[src/rtl/systolic_pkg.sv]
// Shared types and defaults for the systolic array feed scheduler.
package systolic_pkg;

    typedef enum logic [2:0] {
        ST_IDLE  = 3'd0,
        ST_CLEAR = 3'd1,
        ST_FEED  = 3'd2,
        ST_DRAIN = 3'd3,
        ST_DONE  = 3'd4
    } state_e;

    localparam int DEF_SIZE       = 4;
    localparam int DEF_DATA_WIDTH = 8;
    localparam int DEF_K_WIDTH    = 8;
    localparam int DEF_MAC_LAT    = 1;

    // Zero pushes needed so the last operand pair reaches the far corner PE and settles.
    function automatic int drain_cycles(input int size, input int mac_lat);
        return (size - 32'sd1) * 32'sd2 + mac_lat;
    endfunction

    localparam int DRAIN_CYC = drain_cycles(DEF_SIZE, DEF_MAC_LAT);

endpackage

[src/rtl/systolic_scheduler_skew.sv]
// Per-lane skew delay line: DEPTH registers that advance only on shift,
// loading zero instead of din when zero is set.
module skew_delay_line #(
    parameter int DEPTH = 1,
    parameter int WIDTH = 8
) (
    input  logic             clk,
    input  logic             rst_n,
    input  logic             clr,
    input  logic             shift,
    input  logic             zero,
    input  logic [WIDTH-1:0] din,
    output logic [WIDTH-1:0] dout
);

    logic [WIDTH-1:0] stage_r [DEPTH];
    logic [WIDTH-1:0] head_s;

    // Select the value entering the first stage.
    always_comb begin
        head_s = zero ? {WIDTH{1'b0}} : din;
    end

    // Shift register with synchronous clear taking priority over shift.
    always_ff @(posedge clk or negedge rst_n) begin
        if (!rst_n) begin
            for (int i = 0; i < DEPTH; i++) stage_r[i] <= {WIDTH{1'b0}};
        end else if (clr) begin
            for (int i = 0; i < DEPTH; i++) stage_r[i] <= {WIDTH{1'b0}};
        end else if (shift) begin
            stage_r[0] <= head_s;
            for (int i = 1; i < DEPTH; i++) stage_r[i] <= stage_r[i-1];
        end else begin
            for (int i = 0; i < DEPTH; i++) stage_r[i] <= stage_r[i];
        end
    end

    assign dout = stage_r[DEPTH-1];

endmodule

[src/rtl/systolic_scheduler.sv]
// Tile scheduler for a SIZE x SIZE output-stationary systolic array:
// clears accumulators, feeds skewed operands with back-pressure, drains, pulses done.
module systolic_scheduler
    import systolic_pkg::*;
#(
    parameter int SIZE       = DEF_SIZE,
    parameter int DATA_WIDTH = DEF_DATA_WIDTH,
    parameter int K_WIDTH    = DEF_K_WIDTH,
    parameter int MAC_LAT    = DEF_MAC_LAT
) (
    input  logic                       clk,
    input  logic                       rst_n,
    input  logic                       start,
    input  logic [K_WIDTH-1:0]         k_len,
    input  logic                       act_valid,
    output logic                       act_ready,
    input  logic [SIZE*DATA_WIDTH-1:0] act_data,
    input  logic                       wt_valid,
    output logic                       wt_ready,
    input  logic [SIZE*DATA_WIDTH-1:0] wt_data,
    output logic                       arr_enable,
    output logic                       arr_acc_clear,
    output logic [SIZE*DATA_WIDTH-1:0] arr_a,
    output logic [SIZE*DATA_WIDTH-1:0] arr_w,
    output logic                       busy,
    output logic                       done
);

    localparam int DRAIN_LEN = drain_cycles(SIZE, MAC_LAT);
    localparam int DCNT_W    = $clog2(DRAIN_LEN + 1);

    state_e              state_r, state_s;
    logic [K_WIDTH-1:0]  k_len_r, k_cnt_r;
    logic [DCNT_W-1:0]   drain_cnt_r;
    logic                arr_enable_r, arr_acc_clear_r, busy_r, done_r;
    logic                fire_s, shift_s, clr_s, zero_s, last_fire_s, drain_last_s;

    assign fire_s       = (state_r == ST_FEED) & act_valid & wt_valid;
    assign clr_s        = (state_r == ST_CLEAR);
    assign shift_s      = fire_s | (state_r == ST_DRAIN);
    assign zero_s       = (state_r != ST_FEED);
    assign last_fire_s  = (k_cnt_r == (k_len_r - K_WIDTH'(1)));
    assign drain_last_s = (drain_cnt_r == DCNT_W'(DRAIN_LEN - 1));

    // Next-state decode.
    always_comb begin
        state_s = state_r;
        case (state_r)
            ST_IDLE:  if (start) state_s = ST_CLEAR; else state_s = ST_IDLE;
            ST_CLEAR: if (k_len_r == {K_WIDTH{1'b0}}) state_s = ST_DRAIN; else state_s = ST_FEED;
            ST_FEED:  if (fire_s && last_fire_s) state_s = ST_DRAIN; else state_s = ST_FEED;
            ST_DRAIN: if (drain_last_s) state_s = ST_DONE; else state_s = ST_DRAIN;
            ST_DONE:  state_s = ST_IDLE;
            default:  state_s = ST_IDLE;
        endcase
    end

    // State, tile counters and registered control outputs.
    always_ff @(posedge clk or negedge rst_n) begin
        if (!rst_n) begin
            state_r         <= ST_IDLE;
            k_len_r         <= {K_WIDTH{1'b0}};
            k_cnt_r         <= {K_WIDTH{1'b0}};
            drain_cnt_r     <= {DCNT_W{1'b0}};
            arr_enable_r    <= 1'b0;
            arr_acc_clear_r <= 1'b0;
            busy_r          <= 1'b0;
            done_r          <= 1'b0;
        end else begin
            state_r <= state_s;
            if (state_r == ST_IDLE && start) k_len_r <= k_len;
            else k_len_r <= k_len_r;
            if (clr_s) k_cnt_r <= {K_WIDTH{1'b0}};
            else if (fire_s) k_cnt_r <= k_cnt_r + K_WIDTH'(1);
            else k_cnt_r <= k_cnt_r;
            if (state_r == ST_DRAIN) drain_cnt_r <= drain_cnt_r + DCNT_W'(1);
            else drain_cnt_r <= {DCNT_W{1'b0}};
            // The array steps exactly when the skew lines moved, so stalls freeze it.
            arr_enable_r    <= clr_s | shift_s;
            arr_acc_clear_r <= clr_s;
            busy_r          <= (state_s != ST_IDLE);
            done_r          <= (state_s == ST_DONE);
        end
    end

    assign act_ready     = fire_s;
    assign wt_ready      = fire_s;
    assign arr_enable    = arr_enable_r;
    assign arr_acc_clear = arr_acc_clear_r;
    assign busy          = busy_r;
    assign done          = done_r;

    for (genvar i = 0; i < SIZE; i++) begin : g_lane
        skew_delay_line #(.DEPTH(i + 1), .WIDTH(DATA_WIDTH)) u_act_skew (
            .clk   (clk),
            .rst_n (rst_n),
            .clr   (clr_s),
            .shift (shift_s),
            .zero  (zero_s),
            .din   (act_data[i*DATA_WIDTH +: DATA_WIDTH]),
            .dout  (arr_a[i*DATA_WIDTH +: DATA_WIDTH])
        );
        skew_delay_line #(.DEPTH(i + 1), .WIDTH(DATA_WIDTH)) u_wt_skew (
            .clk   (clk),
            .rst_n (rst_n),
            .clr   (clr_s),
            .shift (shift_s),
            .zero  (zero_s),
            .din   (wt_data[i*DATA_WIDTH +: DATA_WIDTH]),
            .dout  (arr_w[i*DATA_WIDTH +: DATA_WIDTH])
        );
    end

endmodule

[config.mk]
export PLATFORM = sky130hd
export DESIGN_NAME = systolic_scheduler
export DESIGN_NICKNAME = d
export VERILOG_FILES = /design/src/rtl/systolic_pkg.sv /design/src/rtl/systolic_scheduler_skew.sv /design/src/rtl/systolic_scheduler.sv
export SDC_FILE = /design/constraint.sdc
export NUM_CORES = 1
export LEC_CHECK = 0
export CORE_ASPECT_RATIO = 1.5
export CORE_MARGIN = 1
export CORE_UTILIZATION = 48
export DETAILED_ROUTE_END_ITERATION = 7
export PLACE_DENSITY_LB_ADDON = 0.15
export SLEW_MARGIN = 15
export SYNTH_ARGS = -nofsm -noshare
export SYNTH_HDL_FRONTEND = slang
export SYNTH_HIERARCHICAL = 1
export SYNTH_SLANG_ARGS = --single-unit
[constraint.sdc]
create_clock -name clk -period 2.8 [get_ports clk]
set_clock_uncertainty 0.15 [all_clocks]
set_input_delay 0.7 -clock clk [delete_from_list [all_inputs] [get_ports clk]]
set_output_delay 0.7 -clock clk [all_outputs]
set_load 0.01 [all_outputs]
# After elaboration in Yosys (flattened, before gate mapping)
# Cells that the tools add are included.
# classes
n_addsub	3
n_eq_ne	7
muxes	32
n_bitwise	4
n_reduce_logical	7
# ops
operator	count
$mux W32	4
$mux W8	14
$mux W24	4
$mux W16	4
$pmux W3 S4	1
$add A8 B1 Y8 const B	1
$eq A8 B8 Y1	1
$logic_not A8 Y1	1
$sub A8 B1 Y8 const B	1
$eq A3 B2 Y1 const B	2
$eq A3 B3 Y1 const B	2
$mux W3	2
$reduce_bool A2 Y1	2
$add A3 B1 Y3 const B	1
$eq A3 B1 Y1 const B	1
$logic_not A3 Y1	1
$mux W1	3
$ne A3 B2 Y1 const B	1
$reduce_bool A3 Y1	1
$and A1 B1 Y1	2
$logic_and A1 B1 Y1	2
$or A1 B1 Y1	2
# word_totals
regBits	186
out_inout_bits	70
word_cells	81

# Logic depth before layout (Yosys ltp)
# Gate-level depths: netlist (run 1).
# logic_depth
word_depth	7
depth_mapped	9
depth_no_buf	7

# By module
# Netlist (run 1), hierarchy kept.
# by_module_without_submodules
mod	n_inst	cells_each	area_each_um2
skew_delay_line (g_lane[3].u_act_skew ...)	2	113	1430.1
skew_delay_line (g_lane[2].u_act_skew ...)	2	88	1149.9
skew_delay_line (g_lane[1].u_act_skew ...)	2	62	788.3
systolic_scheduler	1	135	1367.6
skew_delay_line (g_lane[0].u_act_skew ...)	2	19	307.8

# Least setup slack after synthesis (run 1)
# Ideal clock, no wire load.
# synth_timing
path_type	register to register
from	register state_r[2]
to	register g_lane[2].u_act_skew/stage_r[20] in the netlist's numbering
setup_time_ns	0.120
t_arrival_ns	2.719
required_time_ns	2.530
path_slack_ns	-0.190
stages_incl_launch_ff	7
cell_sequence	dfrtp_1 -> nand2b_1 -> nor2_1 -> buf_6 -> buf_8 -> nor3b_2 -> a31o_2
# synth_via
word_cells_on_any_way	11
cone_classes	eq/ne: 4; mux: 3; bitwise: 3; reduce/logical: 1
# synth_rtl
item	line_no	text
start, declared	systolic_scheduler.sv:32	state_e state_r, state_s;
start signal, assigned	systolic_scheduler.sv:70	state_r <= state_s;
$eq A3 B1 Y1 (*)	systolic_scheduler.sv:39	assign clr_s = (state_r == ST_CLEAR);
named net clr_s	systolic_scheduler.sv:36	logic fire_s, shift_s, clr_s, zero_s, last_fire_s, drain_last_s;
$mux W24 or $reduce_bool A2 Y1 (tied branches)	n/a	
end, declared	systolic_scheduler_skew.sv:16	logic [WIDTH-1:0] stage_r [DEPTH];
# The timed path passes the listed nets; every way through them passes the cells marked *. The select of a mux whose other input is x is not followed.
# A chain may end at the register's enable or synchronous reset.

# Worst setup path after layout (run 1)
# layout_timing
from	register state_r[0]
to	output port act_ready
# layout_via
elab_chain_cells	3
# layout_rtl
item	line_no	text
$eq A3 B2 Y1	systolic_scheduler.sv:38	assign fire_s = (state_r == ST_FEED) & act_valid & wt_valid;
$and A1 B1 Y1 (2 in series)	systolic_scheduler.sv:38	
end, declared	systolic_scheduler.sv:16	output logic act_ready,
# No other way between the ends.

==> metrics, run 1 <==
hold slack=0.0822 ns; CTS Hold Bufs=0; Final Cycle Share=95.7%; Place WS=-0.104 ns; Mapped Area=8720 µm²; total power=12.0 mW; Buf/Inv on CP=2; Die Span X=112 µm; Worst Tran Pin Value=0.590 ns; Reg clk slew, reported paths=0.07 ns; run status=complete, but fails checks; CP cell instances=or3b_4, or2_4, clkinv_4, dlygate4sd2_1; max_slew headroom=60.7%; CP max-delay cell=or3b_4; DP HPWL=11800 µm; final setup margin=0.121 ns; Rows=60; Hold Violations, Final=0; drt drc=10; n_diodes=0; FFs w/ async S/R, synth=100%; Main synth FF type=dfrtp_1; final setup fails=0; cell taking the most area after synthesis=dfrtp_1; Register Area=4660 µm²; total I/O pin count=147; Worst Hold Class=input pin to asynchronous set/reset pin; first-pass GRT wire length=29000 µm; met2 Track Usage GR=35.0%; clock share of power=21.2%; vias in the first global route=5721; Final Cell Area=10600 µm²; Comb power frac=41.5%; setup TNS=0 ns; RSZ-0062 raised after global routing=false; # H-tree levels=4; CP delay by family, top=simple AND/OR/NAND/NOR gates; WP data arrival=1.83 ns; fin. max-slew vios=0; worst vdd ir=574 µV; crit-path max FO=3; DIE AREA=18700 µm²; Port-buffer cells=146; largest net degree at the start of global routing=104; most used routing layer=met2; multi-input logic area=3180 µm²; number of synthesized register bits=186; EDFF count, synth=0; Worst-Skew Late Latency=0.43 ns; mean post-synth cell area=12.5 µm²; Initial Util=48.8%; Detailed Route Iter0 Violations=196; floorplan core area=17900 µm²; met3 usage=4.80%; sw frac=33.4%; Num CTS Buffers=17; NetSw=4.02 mW; Power Dens Cells=1130 nW/µm²; Root Driver=clkbuf_16; Routability Congestion=0.761; initial antenna violation count=0; Internal=8.00 mW; Worst path max stage delay=0.42 ns; fmax=373 MHz; DR WL/cell=16.6 µm; WS Path Type=flop to primary output; Yosys cell types=46; GRT Total Usage=19.7%; CTS sink cnt=186; CP endpoint kind=primary output; Mapped Nets=780; sequential fraction of the synthesis area=53.4%; Die Height=167 µm; failing checks=DRC; vias post-DR=5475; Yosys top cell area share=53.4%; CTS tree=done; final WL=17000 µm; placed inst area=9960 µm²; min cycle time layout=2.68 ns; post-synthesis cell count=699; Yosys Warn Count=6; ANT nets after route=0; maxcap violations=0; P&R area growth vs syn=21.5%; GR Util met1=23.1%; vias per cell=5.33; top post-synthesis cells by area=dfrtp_1, mux2i_1, nor2_1; Worst setup SP type=flop; deepest clock path buffer count=2; fill count=1474; share of cells above drive strength 1=18.0%; Seq pwr share=37.3%; leak pwr=4.80 nW; total gr overflow=0; Data required, critical path=1.95 ns; first-pass detailed-route iteration total=8; NumNets Final=878
==> per-layer routing <==
metal | routed length (µm) | vias to the layer above
met5 | 0 | -
met4 | 308 | 0
met3 | 818 | 21
met2 | 9030 | 131
met1 | 6840 | 2732
li1 | - | 2591
==> flip-flops by register name, summed over array words and instances (netlist names), 3 cells and up <==
signal	flops
k_len_r	8
drain_cnt_r	3
g_lane.u_wt_skew/stage_r	48
g_lane.u_act_skew/stage_r	48
state_r	3
k_cnt_r	8
g_lane.u_act_skew/dout	32
g_lane.u_wt_skew/dout	32
==> cell type report <==
type                            instances  area share [%]
Tap cell                              217            2.56
Inverter                                6           0.260
Multi-Input combinational cell        411            30.0
Sequential cell                       186            43.9
Clock inverter                         15            1.95
Clock buffer                           17            4.02
Timing Repair Buffer                  175            17.3
==> worst register-to-register path: cells and delay by family, from the launching register on <==
family	cells	cell delay [ns]
simple gates	4	0.85
buf+inv	3	0.57
mux	1	0.25
flops	1	0.40
==> cells in the mapped netlist, types with 2 or more instances <==
library cell and n:
buf_2 2, a21oi_1 2, buf_8 4, buf_6 28, or2_2 2, a31o_2 28, nor3b_2 28, nor3b_1 20
o2111ai_1 2, mux2_2 6, ha_1 4, nor2_1 115, nor2_4 8, nand2b_1 2, o21ai_0 4, inv_1 5
a31oi_1 3, dfrtp_1 186, nand3_1 5, xor2_1 7, buf_4 54, clkbuf_1 3, a32o_1 16, mux2i_1 96
nor3_1 4, nand4_1 2, clkbuf_8 2, nand2_1 11, nor4_1 2, buf_12 2, nor2_2 2, xnor2_1 11
a31o_1 20
==> power groups by stage <==
stage / Clock [mW] / Combinational, mW / Sequential [mW]
final: 2.54 / 4.99 / 4.49
after global placement: 0 / 4.89 / 4.47
after detailed placement: 0 / 5.05 / 4.54
after global routing: 2.74 / 5.49 / 4.63
after floorplan: 0 / 3.91 / 4.38
after CTS: 2.61 / 5.07 / 4.50
==> repair_timing <==
action	4_1_cts	5_1_grt
endpoints found under the setup margin	2	0
setup buffers	1	0
resized for setup	3	0
==> layout by cell type, fill, tap and decap left out, types with 6 or more instances in the layout <==
cell type / count
clkbuf_16: 17
nand2_1: 10
dfrtp_1: 185
clkdlybuf4s50_1: 143
buf_4: 17
mux2i_1: 96
nor3b_1: 20
nor2_1: 114
buf_12: 12
nor3b_2: 28
xor2_1: 7
mux2_2: 6
a31o_1: 20
a32o_1: 16
xnor2_1: 11
nor2_4: 9
a31o_2: 28
clkinv_4: 6
==> path summary, 6_finish.rpt <==
| check | cells past startpoint | slack, ns | endpoint | start |
|---|---|---|---|---|
| setup / recovery | 4 | 0.12 | act_ready | state_r[0] |
| hold / removal | 1 | 0.08 | g_lane[2].u_wt_skew/dout[4] | rst_n |
| setup reg to reg | 8 | 0.47 | g_lane[3].u_wt_skew/stage_r[9] | state_r[0] |
| hold reg to reg | 1 | 0.31 | drain_cnt_r[0] | drain_cnt_r[0] |
| max in group asynchronous | 2 | 1.67 | g_lane[1].u_wt_skew/stage_r[13] | rst_n |
| min in group clk | 1 | 0.31 | drain_cnt_r[0] | drain_cnt_r[0] |
==> logic make-up (layout without fill, tap and decap cells) <==
group                    count (synthesis)  after routing  share of synthesized area [%]
XOR/XNOR                                18             18                           1.81
AO/OA/AOI/OAI                           79             79                           7.85
AND/OR/NAND/NOR                        208            208                           14.3
flip-flops                             186            186                           53.4
multiplexers                           102            102                           11.8
buffers and inverters                  102            213                           10.3
adder cells (fa/ha/maj)                  4              4                          0.574
==> metrics by stage <==
step / utilization (%) / instances
floorplan: - / 699
global placement: 55.7 / 994
detailed placement: 55.7 / 994
CTS: 59.3 / 1027
global route: 59.3 / 1027
finish: 59.3 / 1027
(Power assumes the default switching activity.)
==> run 2: changes to the inputs <==
- HOLD_SLACK_MARGIN: unset -> 0.12
- SLEW_MARGIN: 15 -> unset
==> metrics, run 2 (synthesis results as in run 1) <==
NumNets Final=879 (was 878); min cycle time layout=2.68 ns (about the same); GRT Total Usage=19.7% (unchanged); run status=complete, but fails checks (unchanged); vias post-DR=5486 (was 5475); Seq pwr share=37.3% (about the same); leak pwr=4.80 nW (about the same); Worst Hold Class=flop to flop (was input pin to asynchronous set/reset pin); drt drc=10 (unchanged); total gr overflow=0 (unchanged); final WL=17000 µm (about the same); most used routing layer=met2 (unchanged); sw frac=33.4% (about the same); Data required, critical path=1.95 ns (about the same); first-pass GRT wire length=29000 µm (unchanged); Initial Util=48.8% (unchanged); fmax=373 MHz (about the same); Worst Tran Pin Value=0.592 ns (was 0.590 ns); Rows=60 (unchanged); CP cell instances=or3b_4, or2_4, clkinv_4, dlygate4sd2_1 (unchanged); # H-tree levels=4 (unchanged); failing checks=DRC (unchanged); reg2reg setup slack=0.47 ns (about the same); DR WL/cell=16.5 µm (was 16.6 µm); floorplan core area=17900 µm² (unchanged); Detailed Route Iter0 Violations=231 (was 196); met2 Track Usage GR=35.0% (unchanged); Comb power frac=41.5% (about the same); CTS tree=done (unchanged); most frequent cells in the layout=dfrtp_1, clkdlybuf4s50_1, nor2_1 (unchanged); Internal=8.01 mW (was 8.00 mW); Die Height=167 µm (unchanged); clock share of power=21.2% (about the same); maxcap violations=0 (unchanged); DIE AREA=18700 µm² (unchanged); WS Path Type=flop to primary output (unchanged); Root Driver=clkbuf_16 (unchanged); setup TNS=0 ns (unchanged); fin. max-slew vios=0 (unchanged); total I/O pin count=147 (unchanged); P&R area growth vs syn=21.6% (was 21.5%); Worst-Skew Late Latency=0.43 ns (about the same); Regs by FF count=g_lane.u_act_skew/stage_r x48, g_lane.u_wt_skew/stage_r x48 (unchanged); Hold Violations, Final=0 (unchanged); max_slew headroom=60.5% (was 60.7%); Worst setup SP type=flop (unchanged); deepest clock path buffer count=2 (unchanged); multi-input logic area=3180 µm² (unchanged); initial antenna violation count=0 (unchanged); worst vdd ir=573 µV (was 574 µV); Routability Congestion=0.761 (unchanged); Place WS=-0.104 ns (unchanged); ANT nets after route=0 (unchanged); vias in the first global route=5721 (unchanged); RSZ-0062 raised after global routing=false (unchanged); commonest non-fill, non-tap cell in the layout=dfrtp_1 (unchanged); CP endpoint kind=primary output (unchanged); share of cells above drive strength 1=18.0% (about the same); final setup fails=0 (unchanged); Worst path max stage delay=0.42 ns (about the same); DP HPWL=11800 µm (unchanged); total power=12.0 mW (about the same); CP max-delay cell=or3b_4 (unchanged); Final Cycle Share=95.9% (was 95.7%); Port-buffer cells=146 (unchanged); CTS sink cnt=186 (unchanged); Die Span X=112 µm (unchanged); Register Area=4660 µm² (unchanged); first-pass detailed-route iteration total=6 (was 8); crit-path max FO=3 (unchanged); n_diodes=0 (unchanged); fill count=1473 (was 1474); GR Util met1=23.1% (unchanged); Power Dens Cells=1130 nW/µm² (about the same); NetSw=4.01 mW (was 4.02 mW); largest net degree at the start of global routing=104 (unchanged); vias per cell=5.34 (was 5.33); WP data arrival=1.83 ns (about the same); Reg clk slew, reported paths=0.07 ns (about the same); met3 usage=4.80% (unchanged); final setup margin=0.116 ns (was 0.121 ns); hold slack=0.310 ns (was 0.0822 ns); Num CTS Buffers=17 (unchanged)
## run 2: worst paths after layout
kind,from,endpoint,cells past startpoint
worst max register to register,state_r[0],g_lane[3].u_wt_skew/stage_r[9],8
worst min register to register,drain_cnt_r[0],drain_cnt_r[0],1
max in group asynchronous,rst_n,g_lane[1].u_wt_skew/dout[1],3
min in group asynchronous,rst_n,g_lane[2].u_wt_skew/dout[4],2
worst min-delay path,drain_cnt_r[0],drain_cnt_r[0],1
worst max-delay path,state_r[0],act_ready,4
## run 2: area by class of cell
class                      count  area share, %
clock inverter                15           1.95
sequential                   186           43.9
multi-input combinational    411           30.0
timing repair buffer         176           17.3
clock buffer                  17           4.01
tap                          217           2.56
inverter                       6          0.260
## run 2: layer usage
| metal | up-vias | part of all wire (%) | wire length (µm) |
|---|---|---|---|
| met1 | 2745 | 40 | 6790 |
| met4 | 0 | 1.7 | 294 |
| met2 | 130 | 53 | 9070 |
| li1 | 2591 | - | - |
| met5 | - | 0 | 0 |
| met3 | 20 | 4.7 | 801 |
## run 2: worst max-delay path: cells and delay by family, from the launching register on
kind / cells / cell delay (ns)
AND/OR/NAND/NOR: 2 / 0.70
buffers and inverters: 2 / 0.31
flip-flops: 1 / 0.40
## run 2: power by group through the flow
stage | Clock, mW | Sequential, mW | Combinational, mW
finish | 2.54 | 4.48 | 4.99
global route | 2.74 | 4.63 | 5.49
CTS | 2.61 | 4.50 | 5.07
detailed placement | 0 | 4.54 | 5.05
global placement | 0 | 4.47 | 4.89
floorplan | 0 | 4.38 | 3.91
## run 2: through the flow
stage,instance area (µm²),std cells,util [%]
4_1_cts,10600,1028,59.3
5_1_grt,10600,1028,59.3
2_1_floorplan,8720,699,-
3_3_place_gp,9960,994,55.7
6_report,10600,1028,59.3
3_5_place_dp,9960,994,55.7
## run 2: repair_timing
| item | CTS | global route |
|---|---|---|
| buffers inserted | 1 | 0 |
| endpoints found under the setup margin | 2 | 0 |
| hold endpoints to repair | 7 | 0 |
| gates resized for setup | 3 | 0 |
| hold buffers | 1 | 0 |
